[config.mk]
export PLATFORM = sky130hd
export DESIGN_NAME = booth_seq_mult
export DESIGN_NICKNAME = d
export VERILOG_FILES = /design/src/rtl/booth_seq_mult.sv
export SDC_FILE = /design/constraint.sdc
export NUM_CORES = 1
export LEC_CHECK = 0
export ABC_AREA = 0
export CORE_ASPECT_RATIO = 1.5
export CORE_UTILIZATION = 46
export CTS_BUF_LIST = sky130_fd_sc_hd__clkbuf_2
export DETAILED_ROUTE_END_ITERATION = 8
export PLACE_DENSITY_LB_ADDON = 0.12
export SETUP_SLACK_MARGIN = 0.2
export SLEW_MARGIN = 20
export SYNTH_ARGS = -nofsm -noshare
export SYNTH_HDL_FRONTEND = slang
export SYNTH_SLANG_ARGS = --single-unit
[constraint.sdc]
create_clock -name clk -period 2.9 [get_ports clk]
set_input_delay 0.87 -clock clk [delete_from_list [all_inputs] [get_ports clk]]
set_output_delay 0.87 -clock clk [all_outputs]
set_load 0.005 [all_outputs]
[src/rtl/booth_seq_mult.sv]
// Sequential radix-2 Booth multiplier with a start/busy/done handshake.
// Latency: done is high in the cycle after accept edge + N (N=W signed, W+1 unsigned).
// Backpressure: start is taken only while busy is low; start while busy is ignored.
// Optional feature macro: BOOTH_UNSIGNED_EN adds the 'sgn' port for unsigned operation.
module booth_seq_mult #(
  parameter int W = 4
) (
  input  logic             clk,
  input  logic             rst,
  input  logic             start,
`ifdef BOOTH_UNSIGNED_EN
  input  logic             sgn,
`endif
  input  logic [W-1:0]     a,
  input  logic [W-1:0]     b,
  output logic             busy,
  output logic             done,
  output logic [2*W-1:0]   product
);

  localparam int CNT_W = $clog2(W+2);
`ifdef BOOTH_UNSIGNED_EN
  // One extra multiplier bit carries the zero extension for unsigned operands.
  localparam int QW = W + 1;
  localparam logic [CNT_W-1:0] LAST_U = CNT_W'(W);
`else
  localparam int QW = W;
`endif
  localparam logic [CNT_W-1:0] LAST_S = CNT_W'(W-1);

  typedef enum logic [1:0] {
    S_IDLE = 2'd0,
    S_RUN  = 2'd1,
    S_DONE = 2'd2
  } state_e;

  state_e           state_q, state_d;
  logic [W:0]       m_q, m_d;       // multiplicand, one bit wider than the operand
  logic [W:0]       acc_q, acc_d;   // A: wide enough that A-M never overflows
  logic [QW-1:0]    q_q, q_d;       // multiplier / low product bits
  logic             qm1_q, qm1_d;   // Q-1 Booth look-behind bit
  logic [CNT_W-1:0] cnt_q, cnt_d;
  logic [2*W-1:0]   prod_q, prod_d;
`ifdef BOOTH_UNSIGNED_EN
  logic             sgn_q, sgn_d;
`endif

  logic [W:0]       sum;
  logic [W:0]       sh_acc;
  logic [QW-1:0]    sh_q;
  logic             last;

  // Next state and datapath: load on accept, one Booth step per RUN cycle.
  always_comb begin
    state_d = state_q;
    m_d     = m_q;
    acc_d   = acc_q;
    q_d     = q_q;
    qm1_d   = qm1_q;
    cnt_d   = cnt_q;
    prod_d  = prod_q;
`ifdef BOOTH_UNSIGNED_EN
    sgn_d   = sgn_q;
    last    = (cnt_q == (sgn_q ? LAST_S : LAST_U));
`else
    last    = (cnt_q == LAST_S);
`endif

    case ({q_q[0], qm1_q})
      2'b01:   sum = acc_q + m_q;
      2'b10:   sum = acc_q - m_q;
      default: sum = acc_q;
    endcase
    // Arithmetic right shift of {A,Q,Q-1}, replicating the sign of A.
    sh_acc = {sum[W], sum[W:1]};
    sh_q   = {sum[0], q_q[QW-1:1]};

    case (state_q)
      S_IDLE, S_DONE: begin
        state_d = S_IDLE;
        if (start) begin
          state_d = S_RUN;
          acc_d   = '0;
          qm1_d   = 1'b0;
          cnt_d   = '0;
`ifdef BOOTH_UNSIGNED_EN
          sgn_d   = sgn;
          m_d     = sgn ? {a[W-1], a} : {1'b0, a};
          q_d     = sgn ? {b[W-1], b} : {1'b0, b};
`else
          m_d     = {a[W-1], a};
          q_d     = b;
`endif
        end
      end
      S_RUN: begin
        acc_d = sh_acc;
        q_d   = sh_q;
        qm1_d = q_q[0];
        cnt_d = cnt_q + CNT_W'(1);
        if (last) begin
          state_d = S_DONE;
`ifdef BOOTH_UNSIGNED_EN
          // Signed runs stop one shift short, so the product sits one bit higher in Q.
          prod_d = sgn_q ? {sh_acc[W-1:0], sh_q[QW-1:1]} : {sh_acc[W-2:0], sh_q};
`else
          prod_d = {sh_acc[W-1:0], sh_q};
`endif
        end
      end
      default: state_d = S_IDLE;
    endcase
  end

  // State and datapath registers; reset aborts any operation and clears the result.
  always_ff @(posedge clk or posedge rst) begin
    if (rst) begin
      state_q <= S_IDLE;
      m_q     <= '0;
      acc_q   <= '0;
      q_q     <= '0;
      qm1_q   <= 1'b0;
      cnt_q   <= '0;
      prod_q  <= '0;
`ifdef BOOTH_UNSIGNED_EN
      sgn_q   <= 1'b0;
`endif
    end else begin
      state_q <= state_d;
      m_q     <= m_d;
      acc_q   <= acc_d;
      q_q     <= q_d;
      qm1_q   <= qm1_d;
      cnt_q   <= cnt_d;
      prod_q  <= prod_d;
`ifdef BOOTH_UNSIGNED_EN
      sgn_q   <= sgn_d;
`endif
    end
  end

  assign busy    = (state_q == S_RUN);
  assign done    = (state_q == S_DONE);
  assign product = prod_q;

endmodule
### After elaboration in Yosys (flattened, before gate mapping)

Index checks and enable logic that the tools add are counted.

* multiply operators: 0
* magnitude comparators: 0
* div/mod/pow operators: 0
* multiplexer cells: 12
* reductions and logical operators: 6
* add/subtract/negate cells: 3
* equality and inequality tests: 7
* shift operators: 0
* bitwise logic cells: 0

Operators with widths (count)
* 5-bit one-hot mux with 2 select lines: 2
* 4-bit one-hot mux with 2 select lines: 1
* 3-bit one-hot mux with 2 select lines: 1
* 2-bit AND reduction: 3
* 5-bit adder: 1
* 5-bit 2-to-1 mux: 1
* 5-bit subtractor: 1
* 2-bit by 1-bit == test with 1-bit output, second input constant: 2
* 2-bit == test, second input constant: 2
* 4-bit 2-to-1 mux: 1
* 2-bit one-hot mux with 2 select lines: 1
* 3-bit by 1-bit adder with 3-bit output, second input constant: 1
* 3-bit by 2-bit == test with 1-bit output, second input constant: 1
* 3-bit 2-to-1 mux: 1
* 2-bit zero test: 1
* 1-bit 2-to-1 mux: 2
* 2-bit 2-to-1 mux: 1
* 2-bit by 1-bit != test with 1-bit output, second input constant: 1
* 2-bit != test, second input constant: 1
* 1-bit one-hot mux with 2 select lines: 1
* 2-bit nonzero test: 1
* 2-bit OR reduction: 1

* register bits after elaboration: 27
* bits of input ports: 11
* memories kept: 0
* word-level logic and storage cells: 35
* output and inout port bits: 10
* memory bits (read-only): 0
* bits in writable memories: 0
* bits in latches: 0

### Longest topological paths before layout

* depth after elaboration: 4
* mapped depth: 10
* depth with buffers taken out: 10

### Least setup slack after synthesis

Ideal clock, no wire load.

* path kind: reg2reg
* start: reg qm1_q
* end: reg prod_q[7], in the netlist product[7]
* setup time: 0.124 ns
* path buffers: 0
* stages on the path, launching flop included: 10
* data arrival time: 2.203 ns
* data required time: 2.776 ns
* clock period less this slack: 2.327 ns
* slack: 0.573 ns
* path through: dfrtp_1 inv_1 ha_1 mux2_2 fa_1 nand2b_1 a21oi_1 xnor2_1 a21boi_0 o31a_1

* cells in the longest elaborated chain, start to end: 2
* elaborated cells on any way between the ends: 3
* those cells by class: 2 x eq/ne; 1 x mux

Ends and longest elaborated chain
* start, declared: RTL line 41 `logic qm1_q, qm1_d;`
* start signal, assigned: RTL line 133 `qm1_q <= qm1_d;`
* 2-bit == test or 2-bit by 1-bit == test with 1-bit output (tied branches): RTL line 69 `case ({q_q[0], qm1_q})`
* 5-bit one-hot mux with 2 select lines (*): RTL line 69
* end signal, assigned: RTL line 135 `prod_q <= prod_d;`
* end, declared: RTL line 43 `logic [2*W-1:0] prod_q, prod_d;`

Mark *: on every way between the ends. The rest lies on a longest branch, timed or not.
A chain may end at the register's enable or synchronous reset.

### Worst setup path after layout

* start: reg state_q[1]
* end: out busy

* cells in the longest elaborated chain, start to end: 1

Ends and longest elaborated chain
* start, declared: RTL line 37 `state_e state_q, state_d;`
* start signal, assigned: RTL line 129 `state_q <= state_d;`
* 2-bit by 1-bit == test with 1-bit output: RTL line 142 `assign busy = (state_q == S_RUN);`
* end, declared: RTL line 16 `output logic busy,`

Every way passes these cells.

==> impl_metrics.py <==
metrics = {
    "status": {
        "outcome": "complete, no violations",
    },
    "power": {
        "power.leakage_nw": 0.744,
        "power.share.clock": 0.102,
        "ir_drop_mv": 0.678,
        "net-switching-power_w": 0.000894,
        "p_seq_frac": 0.299,
        "switching_share": 0.401,
        "p_total_w": 0.00223,
        "p_int_w": 0.00134,
        "power.density_cell_area_mw_per_mm2": 1380,
        "power.share.combinational": 0.599,
    },
    "route": {
        "routed_wl_um": 2610,
        "final_antenna_net_count": 0,
        "drt_pre_antenna_iters": 5,
        "via_count": 1013,
        "drc": 0,
        "dr.first_iter.drc_count": 52,
        "viasPerCell": 5.22,
        "wl_per_cell_um": 13.4,
    },
    "setup_path": {
        "worstSetupPathType": "reg2out",
        "largest_fanout_on_the_critical_path": 6,
        "regToRegSetupSlack_ps": 390,
        "rr_endpoint": "product[7]",
        "worstReg2RegStart": "qm1_q",
        "worst_path_arrival_time_ps": 1650,
        "endpoint_kind": "primary output",
        "cp-start-kind": "flop",
        "worst_ep_required_time_ps": 2030,
        "r2r_cells": 9,
    },
    "synth": {
        "post_synth_xor_area_fraction": 0.0266,
        "post_synthesis_compound_gate_area_fraction": 0.134,
        "synth_warnings": 0,
        "multiplexer_area_fraction_after_synthesis": 0.0513,
        "ys_seq_elements": 26,
        "yosys.area_share.simple": 0.158,
        "synth_top_family_by_area": "simple AND/OR/NAND/NOR gates",
        "synth_nets": 153,
        "syn_avg_cell_area_um2": 9.91,
        "netlist_instances": 133,
        "post_synth_instance_area_mm2": 0.00132,
        "count_of_different_cell_masters_after_synthesis": 32,
        "synth_adder_area_share": 0.0912,
        "synth_seq_area_share": 0.494,
    },
    "hold_path": {
        "hp-start": "product[5]",
        "timing.hold.worst.class": "reg2reg",
        "hold-path-endpoint": "product[5]",
        "hold_depth": 2,
    },
    "placed_design": {
        "routabilityCongestion": 0.795,
        "port_buffers": 20,
        "dp.final_hpwl_um": 1930,
    },
    "finish": {
        "nets": 178,
        "n_antenna_cell": 0,
        "area_of_the_multi_input_gates_um2": 609,
        "layout-drive-gt1-share": 0.0955,
        "regArea_um2": 651,
        "nFillCells": 261,
        "syn_to_final_growth_pct": 22.6,
    },
    "floorplan": {
        "num_io_pins": 21,
        "die_w_um": 45.7,
        "floorplan.rows": 23,
        "design.die.area_mm2": 0.00309,
        "start_util": 0.487,
        "floorplan.core_area_mm2": 0.00271,
        "die-height_um": 67.5,
    },
    "sta": {
        "slew_headroom": 0.684,
        "period_minus_slack_ps": 2520,
        "fmaxAchievable_ghz": 0.398,
        "rsz0062_at_grt": "no",
        "period_share": 0.867,
        "finClkSkew_ps": 5.86,
        "setup_viol_count_final": 0,
        "max_slew.worst_pin.slew_ps": 472,
        "final.setup.tns_ps": 0,
        "slew_viol_final": 0,
        "final_hold_viol_count": 0,
    },
    "global_route": {
        "grt_first_pass_wirelength_um": 4490,
        "global_route.usage.total": 0.201,
        "grt_overflow": 0,
        "largest_net_degree_at_the_start_of_global_routing": 27,
        "grt_antenna_before_repair": 0,
        "via_count_of_the_first_global_routing_pass": 1054,
    },
    "cts": {
        "cts_made_buffers": 3,
        "ctsLongestPathBuffers": 2,
        "cts_tree": "built",
        "cts.htree.levels": 1,
        "holdBufCountCts": 0,
        "ctsRootBufferMaster": "clkbuf_2",
        "cts_num_sinks": 26,
        "clock_latency_ps": 350,
        "clk_pin_slew_ps": 240,
    },
    "flow_run": {
        "max_cap_viol_count": 0,
    },
}
==> flip-flops by register name, summed over array words and instances, names as in the netlist <==
register and count:
product 8, acc_q 4, m_q 4, q_q 4, cnt_q 3, state_q 2, qm1_q 1
==> synth_stat cells <==
| master | count | area share |
|---|---|---|
| inv_1 | 11 | 0.031 |
| nand2b_1 | 3 | 0.014 |
| dfrtp_1 | 26 | 0.49 |
| o31a_1 | 1 | 0.0066 |
| a31oi_1 | 1 | 0.0048 |
| clkbuf_1 | 1 | 0.0028 |
| a21oi_1 | 2 | 0.0076 |
| nand2_1 | 20 | 0.057 |
| or3_1 | 1 | 0.0048 |
| o22ai_1 | 6 | 0.028 |
| nor2b_1 | 4 | 0.019 |
| or2b_1 | 1 | 0.0057 |
| o21a_1 | 1 | 0.0057 |
| a211o_1 | 1 | 0.0066 |
| a21boi_0 | 1 | 0.0057 |
| or2_1 | 1 | 0.0048 |
| a22oi_1 | 1 | 0.0057 |
| buf_1 | 1 | 0.0028 |
| o21ai_2 | 1 | 0.0066 |
| nor4b_1 | 1 | 0.0066 |
| xor2_1 | 1 | 0.0066 |
| a22o_1 | 1 | 0.0066 |
| nor2_1 | 11 | 0.031 |
| fa_1 | 1 | 0.015 |
| buf_6 | 1 | 0.0085 |
| and2_1 | 1 | 0.0048 |
| mux2_2 | 6 | 0.051 |
| o21ai_0 | 13 | 0.049 |
| ha_1 | 8 | 0.076 |
| xnor2_1 | 3 | 0.020 |
| nor3b_1 | 1 | 0.0057 |
| nor3_1 | 1 | 0.0038 |
==> cell type report <==
| class | instances | share of cell area |
|---|---|---|
| clock buffers | 3 | 0.00930 |
| clock inverters | 1 | 0.0186 |
| inverters | 11 | 0.0256 |
| multi-input cells | 93 | 0.377 |
| flip-flops and latches | 26 | 0.403 |
| well taps | 37 | 0.0287 |
| repair buffers | 23 | 0.138 |
==> logic make-up (layout without fill, tap and decap cells) <==
| family | count (synthesis) | count (layout) |
|---|---|---|
| and+or+nand+nor | 45 | 45 |
| AOI/OAI and AO/OA | 29 | 29 |
| DFF | 26 | 26 |
| buffers and inverters | 14 | 38 |
| adders and majority gates | 9 | 9 |
| muxes | 6 | 6 |
| xor gates and xnor gates | 4 | 4 |
==> routing by layer <==
layer	share of wire	vias up	global-route usage
met3	0.032	7	0.0241
li1	-	497	-
met4	0.023	0	0.0882
met1	0.42	487	0.234
met2	0.52	22	0.359
met5	0	-	0
==> how the worst max path moves through the flow <==
| stage | from | endpoint | slack (ps) |
|---|---|---|---|
| after global placement | qm1_q | product[7] | 500 |
| final | state_q[1] | busy | 380 |
| after global routing | qm1_q | product[7] | 230 |
| after detailed placement | qm1_q | product[7] | 400 |
| after CTS | qm1_q | product[7] | 360 |
| after floorplan | qm1_q | product[7] | 570 |
==> cells in the final DEF, fill, tap and decap left out, drive strengths merged, types with 2 or more instances in the layout <==
cell            n
nor2b           4
nand2b          3
xnor2           3
o21ai          14
buf             3
a21oi           2
clkdlybuf4s50  20
o22ai           6
nand2          20
mux2            6
ha              8
nor2           11
dfrtp          26
clkbuf          3
inv            11
==> worst max-delay path: stages (launching register included) <==
cell and delay [ps]:
dfrtp_1 430, nand2b_1 150, inv_1 170, clkdlybuf4s50_1 540
==> per-stage QoR <==
step           worst slack [ps]  hold slack (ps)  std cells  cell area, µm²  utilization
2_1_floorplan               573              468        133            1320            -
3_3_place_gp                496              467        190            1570        0.580
5_1_grt                     232              573        194            1620        0.597
6_report                    385              510        194            1620        0.597
4_1_cts                     365              520        194            1610        0.596
3_5_place_dp                403              470        190            1570        0.580
==> power groups by stage <==
stage,registers (W),clock network (W),logic (W)
floorplan,0.000652,0,0.000955
global placement,0.000669,0,0.00130
detailed placement,0.000677,0,0.00133
CTS,0.000669,0.000236,0.00134
global route,0.000692,0.000242,0.00153
finish,0.000666,0.000227,0.00134
==> timing repair <==
| action | 4_1_cts | 5_1_grt |
|---|---|---|
| setup endpoints to repair | 0 | 1 |
| gates resized for setup | 0 | 1 |
| buffers inserted | 0 | 0 |
No activity file was read; power rests on OpenSTA's default activity.
